==> src/rtl/pi_run_ctrl.sv <==
// pi_run_ctrl: run controller for the Monte Carlo point-test pipeline.
// Forwards whole (x, y) RNG word pairs into coord_pl, counts returned
// in-circle results, drains outstanding results and reports with a done pulse.
module pi_run_ctrl #(
  parameter int unsigned IP_BIT_WIDTH = 31,
  parameter int unsigned CNT_WIDTH    = 32
) (
  input  logic                    clk,
  input  logic                    rst_n,
  input  logic                    start,
  input  logic                    abort,
  input  logic [CNT_WIDTH-1:0]    num_samples,
  input  logic [IP_BIT_WIDTH-1:0] rand_num,
  input  logic                    rand_valid,
  output logic [IP_BIT_WIDTH-1:0] coord_rand_num,
  output logic                    coord_rand_valid,
  input  logic                    coord_valid,
  input  logic                    op_lt_1,
  output logic                    busy,
  output logic                    done,
  output logic                    aborted,
  output logic [CNT_WIDTH-1:0]    hit_count,
  output logic [CNT_WIDTH-1:0]    total_count
);

  typedef enum logic [1:0] {IDLE, RUN, DRAIN, DONE} state_t;

  state_t               state, state_nxt;
  logic [CNT_WIDTH-1:0] target;
  logic [CNT_WIDTH-1:0] pairs_issued;
  logic [CNT_WIDTH-1:0] total_nxt;
  logic                 half;
  logic                 abort_pend;
  logic                 stop_issue;
  logic                 fwd;
  logic                 res_en;
  logic                 accept;

  // Issue gating: stop only on a pair boundary, so coord_pl never sees half a pair.
  always_comb begin
    accept     = (state == IDLE) && start;
    stop_issue = (state == RUN) && !half && ((pairs_issued == target) || abort_pend);
    fwd        = rand_valid && (state == RUN) && !stop_issue;
    res_en     = coord_valid && ((state == RUN) || (state == DRAIN));
    total_nxt  = total_count + {{(CNT_WIDTH-1){1'b0}}, res_en};
  end

  // State register.
  always_ff @(posedge clk or negedge rst_n) begin
    if (!rst_n) state <= IDLE;
    else        state <= state_nxt;
  end

  // Next-state logic.
  always_comb begin
    state_nxt = state;
    case (state)
      IDLE:    if (start) state_nxt = (num_samples == '0) ? DONE : RUN;
      RUN:     if (stop_issue) state_nxt = DRAIN;
      DRAIN:   if (total_nxt == target) state_nxt = DONE;
      DONE:    state_nxt = IDLE;
      default: state_nxt = IDLE;
    endcase
  end

  // Outputs decoded from the state register plus the zero-latency RNG path.
  always_comb begin
    busy             = (state == RUN) || (state == DRAIN);
    done             = (state == DONE);
    coord_rand_valid = fwd;
    coord_rand_num   = rand_num;
  end

  // Run datapath: pair tracking, abort handling and result counters.
  always_ff @(posedge clk or negedge rst_n) begin
    if (!rst_n) begin
      target       <= '0;
      pairs_issued <= '0;
      half         <= 1'b0;
      abort_pend   <= 1'b0;
      aborted      <= 1'b0;
      hit_count    <= '0;
      total_count  <= '0;
    end else if (accept) begin
      target       <= num_samples;
      pairs_issued <= '0;
      half         <= 1'b0;
      abort_pend   <= 1'b0;
      aborted      <= 1'b0;
      hit_count    <= '0;
      total_count  <= '0;
    end else begin
      if (fwd) begin
        half <= !half;
        if (half) pairs_issued <= pairs_issued + 1'b1;
      end
      abort_pend <= (state == RUN) && !stop_issue && (abort_pend || abort);
      // Abort exit shrinks the target so DRAIN waits only for pairs really issued.
      if (stop_issue && abort_pend) begin
        target  <= pairs_issued;
        aborted <= (pairs_issued != target);
      end
      if (res_en) begin
        total_count <= total_nxt;
        hit_count   <= hit_count + {{(CNT_WIDTH-1){1'b0}}, op_lt_1};
      end
    end
  end

endmodule

==> config.mk <==
export PLATFORM = sky130hd
export DESIGN_NAME = pi_run_ctrl
export DESIGN_NICKNAME = d
export VERILOG_FILES = /design/src/rtl/pi_run_ctrl.sv
export SDC_FILE = /design/constraint.sdc
export NUM_CORES = 1
export LEC_CHECK = 0
export ABC_AREA = 0
export BUFFER_PORTS_ARGS = -buffer_cell sky130_fd_sc_hd__buf_2
export CORE_MARGIN = 1
export CORE_UTILIZATION = 50
export DETAILED_ROUTE_END_ITERATION = 12
export PLACE_DENSITY = 0.74
export SYNTH_ARGS = -nofsm -noshare
export SYNTH_HDL_FRONTEND = slang
export SYNTH_SLANG_ARGS = --single-unit
==> constraint.sdc <==
create_clock -name clk -period 7.05 [get_ports clk]
set_input_delay 0.705 -clock clk [delete_from_list [all_inputs] [get_ports clk]]
set_output_delay 0.705 -clock clk [all_outputs]
set_load 0.05 [all_outputs]
# Yosys cells after proc, flatten, opt, wreduce, memory -nomap -nowiden
# Cells that the tools add are included.
dict set report totals {
  regBits 133
  output_inout_bits 99
  elab_cells 61
}
dict set report classes {
  addsub 3
  eq_ne 9
  n_mux 19
  reduce_logical 22
}
# cell count
set ops {}
lappend ops {{2-to-1 mux 32 bit} 9}
lappend ops {{adder 32 x 1 -> 32 bit} 2}
lappend ops {{== test 32 bit} 2}
lappend ops {{adder 32 x 1 -> 32 bit (second input constant)} 1}
lappend ops {{logical NOT 32 bit} 1}
lappend ops {{inequality test 32 bit} 1}
lappend ops {{logical AND 1 bit} 9}
lappend ops {{2-to-1 mux 2 bit} 4}
lappend ops {{case mux 2 bit (4 select lines)} 1}
lappend ops {{nonzero test 2 bit} 4}
lappend ops {{2-to-1 mux 1 bit} 5}
lappend ops {{== test 2 bit (second input constant)} 2}
lappend ops {{inequality test 2 bit (second input constant)} 2}
lappend ops {{logical OR 1 bit} 3}
lappend ops {{AND reduction 3 bit} 1}
lappend ops {{== test 2 x 1 -> 1 bit (second input constant)} 1}
lappend ops {{logical NOT 1 bit} 2}
lappend ops {{logical NOT 2 bit} 1}
lappend ops {{inequality test 2 x 1 -> 1 bit (second input constant)} 1}
lappend ops {{AND reduction 2 bit} 1}

# Depth between registers and ports, before layout
dict set report logic_depth {
  word_depth 7
  mapped_depth 16
  ltp_nobuf 14
}

# Worst setup path before layout
# OpenSTA, ideal clock, no wires.
dict set report synth_timing {
  kind {register to register}
  start {register state[0]}
  end {register state[1]}
  arrival_time_ns 4.222
  required_ns 6.922
  setup_slack_ns 2.701
  stages_incl_launch_ff 16
  path_buffers 1
  path_cell_list {dfrtp_1 inv_1 ha_1 nand2_1 clkinv_1 clkbuf_1 ha_1 nand4_2 nor4_4 nand3_1 xnor2_1 or4_1 nor4_1 nand4_1 a21oi_2 mux2_1}
}
dict set report synth_between {
  elab_chain_cells 7
  elab_cells_between_ends 15
  cone_classes {add/sub (1); eq/ne (7); mux (1); reduce/logical (6)}
}
# item line_no
set synth_lines {}
lappend synth_lines {{start, declared} 28} ;# state_t state, state_nxt;
lappend synth_lines {{start signal, assigned} 51} ;# else state <= state_nxt;
lappend synth_lines {{== test 2 x 1 -> 1 bit or == test 2 bit (tied branches)} n/a}
lappend synth_lines {{logical OR 1 bit *} n/a}
lappend synth_lines {{named net busy} 19} ;# output logic busy,
lappend synth_lines {{logical AND 1 bit *} 44} ;# res_en = coord_valid && ((state == RUN) || (state == DRAIN));
lappend synth_lines {{adder 32 x 1 -> 32 bit *} 45} ;# total_nxt = total_count + {{(CNT_WIDTH-1){1'b0}}, res_en};
lappend synth_lines {{== test 32 bit *} 60} ;# DRAIN: if (total_nxt == target) state_nxt = DONE;
lappend synth_lines {{inequality test 2 x 1 -> 1 bit (no source line) *} n/a}
lappend synth_lines {{AND reduction 3 bit (no source line) *} n/a}
# Mark *: on every way through the listed nets, which the timed path passes. The rest lies on a longest branch.
# A chain may end at the register's enable or synchronous reset.

# Worst setup path in the final report
dict set report layout_timing {
  start {register state[0]}
  end {register state[1]}
}
dict set report layout_between {
  elab_chain_cells 7
  elab_cells_between_ends 15
  cone_classes {add/sub (1); eq/ne (7); mux (1); reduce/logical (6)}
}
# item line_no
set layout_lines {}
lappend layout_lines {{== test 2 x 1 -> 1 bit or == test 2 bit (tied branches)} {42, 44, 57}}
lappend layout_lines {{logical OR 1 bit} 44}
lappend layout_lines {{logical AND 1 bit} 44}
lappend layout_lines {{adder 32 x 1 -> 32 bit} 45}
lappend layout_lines {{== test 32 bit} 60}
lappend layout_lines {{inequality test 2 x 1 -> 1 bit (no source line)} n/a}
lappend layout_lines {{AND reduction 3 bit (no source line)} n/a}
# Several ways; a longest one is shown, not always the timed one.

==> flow_summary.yaml <==
power:
  clkPwrFrac_pct: 33.7
  switching_share_pct: 36.0
  power.share.sequential_pct: 37.3
  power_frac_comb_pct: 29.0
  peakVddDrop_uv: 210
  power.density_mw_per_mm2: 311
  p_int_uw: 1810
  leakagePower_uw: 0.00445
  netSwitchingPower_uw: 1020
global_routing:
  grt_pass1_wl_um: 31500
  grt_pass1_vias: 6093
  grt_util_all_layers_pct: 25.0
  antenna_found_initial: 0
  grt_overflow: 0
  grt_max_degree: 96
route:
  postRouteAntennaNets: 0
  drt_wl_total_um: 20000
  vias: 6564
  vias_per_cell: 5.59
  wire_per_inst_um: 17.0
  firstDrtPassIters: 5
  drc: 0
  first_iter_violations: 586
logic_synthesis:
  synth-seq-cells: 133
  synth.largest_area_cell: "dfrtp_1"
  synthArstFlopShare_pct: 100
  syn_nets: 973
  yosysWarnings: 0
  yosysSeqAreaShare_pct: 41.3
  synth_edf_count: 0
  syn_area_sq_mm: 0.00806
  ys_top_cells_by_area: "dfrtp_1 41%, xor2_1 11%, xnor2_1 6.0%, nor2_1 5.4%, nand2_1 4.3%"
  syn_inst: 893
  yosysTopAreaCellShare_pct: 41.3
  yosysUniqueCellTypes: 50
  ys.flop_type: "dfrtp_1"
  postSynthAreaPerCell_sq_um: 9.03
clocking:
  cts_htree_levels: 4
  ctsHoldBuffers: 0
  numClockSinks: 133
  insertion_delay_ps: 420
  post-cts-setup-buffers: 0
  cts_tree: "done"
  cts-root-buf: "clkbuf_16"
  post_cts_resized: 0
  clk_path_buf_depth: 2
  path_clk_slew_ps: 60
  cts_buffers: 17
timing:
  setup_viol: 0
  tightest_slew_ps: 994
  fmax_mhz: 220
  slew_viol_final: 0
  rsz0062_at_grt: "false"
  fin_skew_ps: 7.23
  fin_crit_ps: 4540
  maxSlewHeadroom_pct: 33.7
  hold_ws_ps: 227
  report.final.hold_viol_count: 0
  setup-tns-final_ps: 0
  final.period_utilization_pct: 64.4
setup_path:
  critPathCaptureType: "register"
  startpoint_type: "register"
  cp_max_fo: 15
  worstPathRequired_ps: 7350
  arrival_ps: 4840
  path_class: "register to register"
layout:
  layout.cells.non_filler: 1174
  drive_gt1_share_pct: 16.2
  stdcell_area_sq_mm: 0.00910
  antenna_cells: 0
  nets: 1026
  synthToLayoutAreaGrowth_pct: 12.9
  final_util_pct: 57.5
  fillers: 1413
flow_run:
  drv_cap: 0
placed_design:
  hpwl_um: 14400
  dp.cells: 1143
  gp_congestion: 0.901
  postPlaceCellArea_sq_mm: 0.00847
  port_buffers: 106
die:
  core_area_sq_mm: 0.0158
  die_y_um: 129
  start_util_pct: 50.9
  num_rows: 46
  die_width_um: 129
  floorplan.die_area_sq_mm: 0.0166
  io_pins: 169
min_path:
  hp-class: "input port to asynchronous set/reset pin"
run_status:
  outcome: "finished clean"
## synthesized netlist by cell type (2+ instances only)
| cell type | instances |
|---|---|
| a2111oi_0 | 2 |
| a21oi_1 | 23 |
| a311oi_1 | 2 |
| a31oi_1 | 6 |
| and2_1 | 4 |
| and3_1 | 12 |
| and4_1 | 7 |
| buf_1 | 3 |
| buf_2 | 8 |
| buf_4 | 35 |
| clkbuf_1 | 28 |
| dfrtp_1 | 133 |
| ha_1 | 10 |
| inv_1 | 16 |
| mux2i_1 | 32 |
| nand2_1 | 93 |
| nand2b_1 | 3 |
| nand3_1 | 38 |
| nand3b_1 | 3 |
| nand4_1 | 27 |
| nand4_2 | 2 |
| nand4_4 | 2 |
| nor2_1 | 116 |
| nor2b_1 | 4 |
| nor3_1 | 13 |
| nor3_2 | 2 |
| nor4_1 | 23 |
| nor4_2 | 2 |
| nor4_4 | 2 |
| nor4b_1 | 2 |
| o2111ai_1 | 3 |
| o21ai_0 | 48 |
| or2_2 | 2 |
| or3_1 | 14 |
| or4_1 | 4 |
| xnor2_1 | 55 |
| xor2_1 | 101 |
## kinds of logic after synthesis
kind of cell             synth area share [%]
AO/OA/AOI/OAI                            6.36
XOR/XNOR                                 16.9
adder cells (fa/ha/maj)                  1.55
buffers and inverters                    6.19
flip-flops                               41.3
multiplexers                             4.11
AND/OR/NAND/NOR                          23.5
## layout make-up
| cell class | instances | area, sq um | area share [%] |
|---|---|---|---|
| Clock buffer | 23 | 488 | 5.36 |
| Clock inverter | 8 | 146 | 1.61 |
| Inverter | 17 | 63.8 | 0.701 |
| Multi-Input combinational cell | 667 | 4240 | 46.6 |
| Sequential cell | 133 | 3330 | 36.6 |
| Tap cell | 216 | 270 | 2.97 |
| Timing Repair Buffer | 110 | 567 | 6.23 |
## worst max-delay path: stages (launching register included)
cell,delay [ps]
dfrtp_1,400
inv_1,100
ha_1,330
nand2_1,330
clkinv_1,170
ha_1,250
nand4_2,430
nor4_4,520
nand3_1,140
xnor2_1,150
or4_1,520
nor4_1,360
nand4_1,180
a21oi_2,200
mux2_1,340
## per-layer routing
metal / track usage [%] / vias to the layer above / routed length, um
li1: - / 3127 / -
met1: 35.2 / 3168 / 9270
met2: 37.4 / 235 / 9000
met3: 5.16 / 34 / 1250
met4: 10.3 / 0 / 481
met5: 0 / - / 0
## worst paths after layout
kind	slack, ps	cells after the start	start	to
max	2510	14	state[0]	state[1]
min	230	1	rst_n	hit_count[25]
max reg2reg	2510	14	state[0]	state[1]
min reg2reg	520	1	half	half
max in group asynchronous	5420	2	rst_n	pairs_issued[30]
min in group clk	500	3	num_samples[7]	target[7]
## cells in the final DEF, fill, tap and decap left out, drive strengths merged, types with 6 or more instances in the layout
| cell type | instances |
|---|---|
| a21oi | 24 |
| buf | 110 |
| inv | 16 |
| nand4 | 31 |
| clkbuf | 23 |
| nand3 | 38 |
| mux2i | 32 |
| and3 | 12 |
| nor2 | 116 |
| nor4 | 27 |
| xor2 | 101 |
| dfrtp | 133 |
| o21ai | 48 |
| ha | 10 |
| a31oi | 6 |
| or3 | 14 |
| nand2 | 94 |
| xnor2 | 55 |
| and4 | 7 |
| nor3 | 15 |
## power groups by stage
stage | Clock, uW | Combinational (uW) | Sequential (uW)
after detailed placement | 0 | 814 | 1060
after global routing | 999 | 903 | 1070
after global placement | 0 | 801 | 1060
after CTS | 965 | 820 | 1050
final | 954 | 822 | 1060
after floorplan | 0 | 635 | 1030
## sequential cells by signal, indices dropped and copies added, names as in the netlist
register / flops
abort_pend: 1
pairs_issued: 32
aborted: 1
total_count: 32
state: 2
target: 32
hit_count: 32
half: 1
## per-stage QoR
step | total power (uW) | setup slack (ps)
CTS | 2840 | 2530
finish | 2830 | 2510
global route | 2970 | 2200
floorplan | 1670 | 2700
global placement | 1860 | 2640
detailed placement | 1880 | 2580
Note: power is estimated with default switching activity, not from simulation.
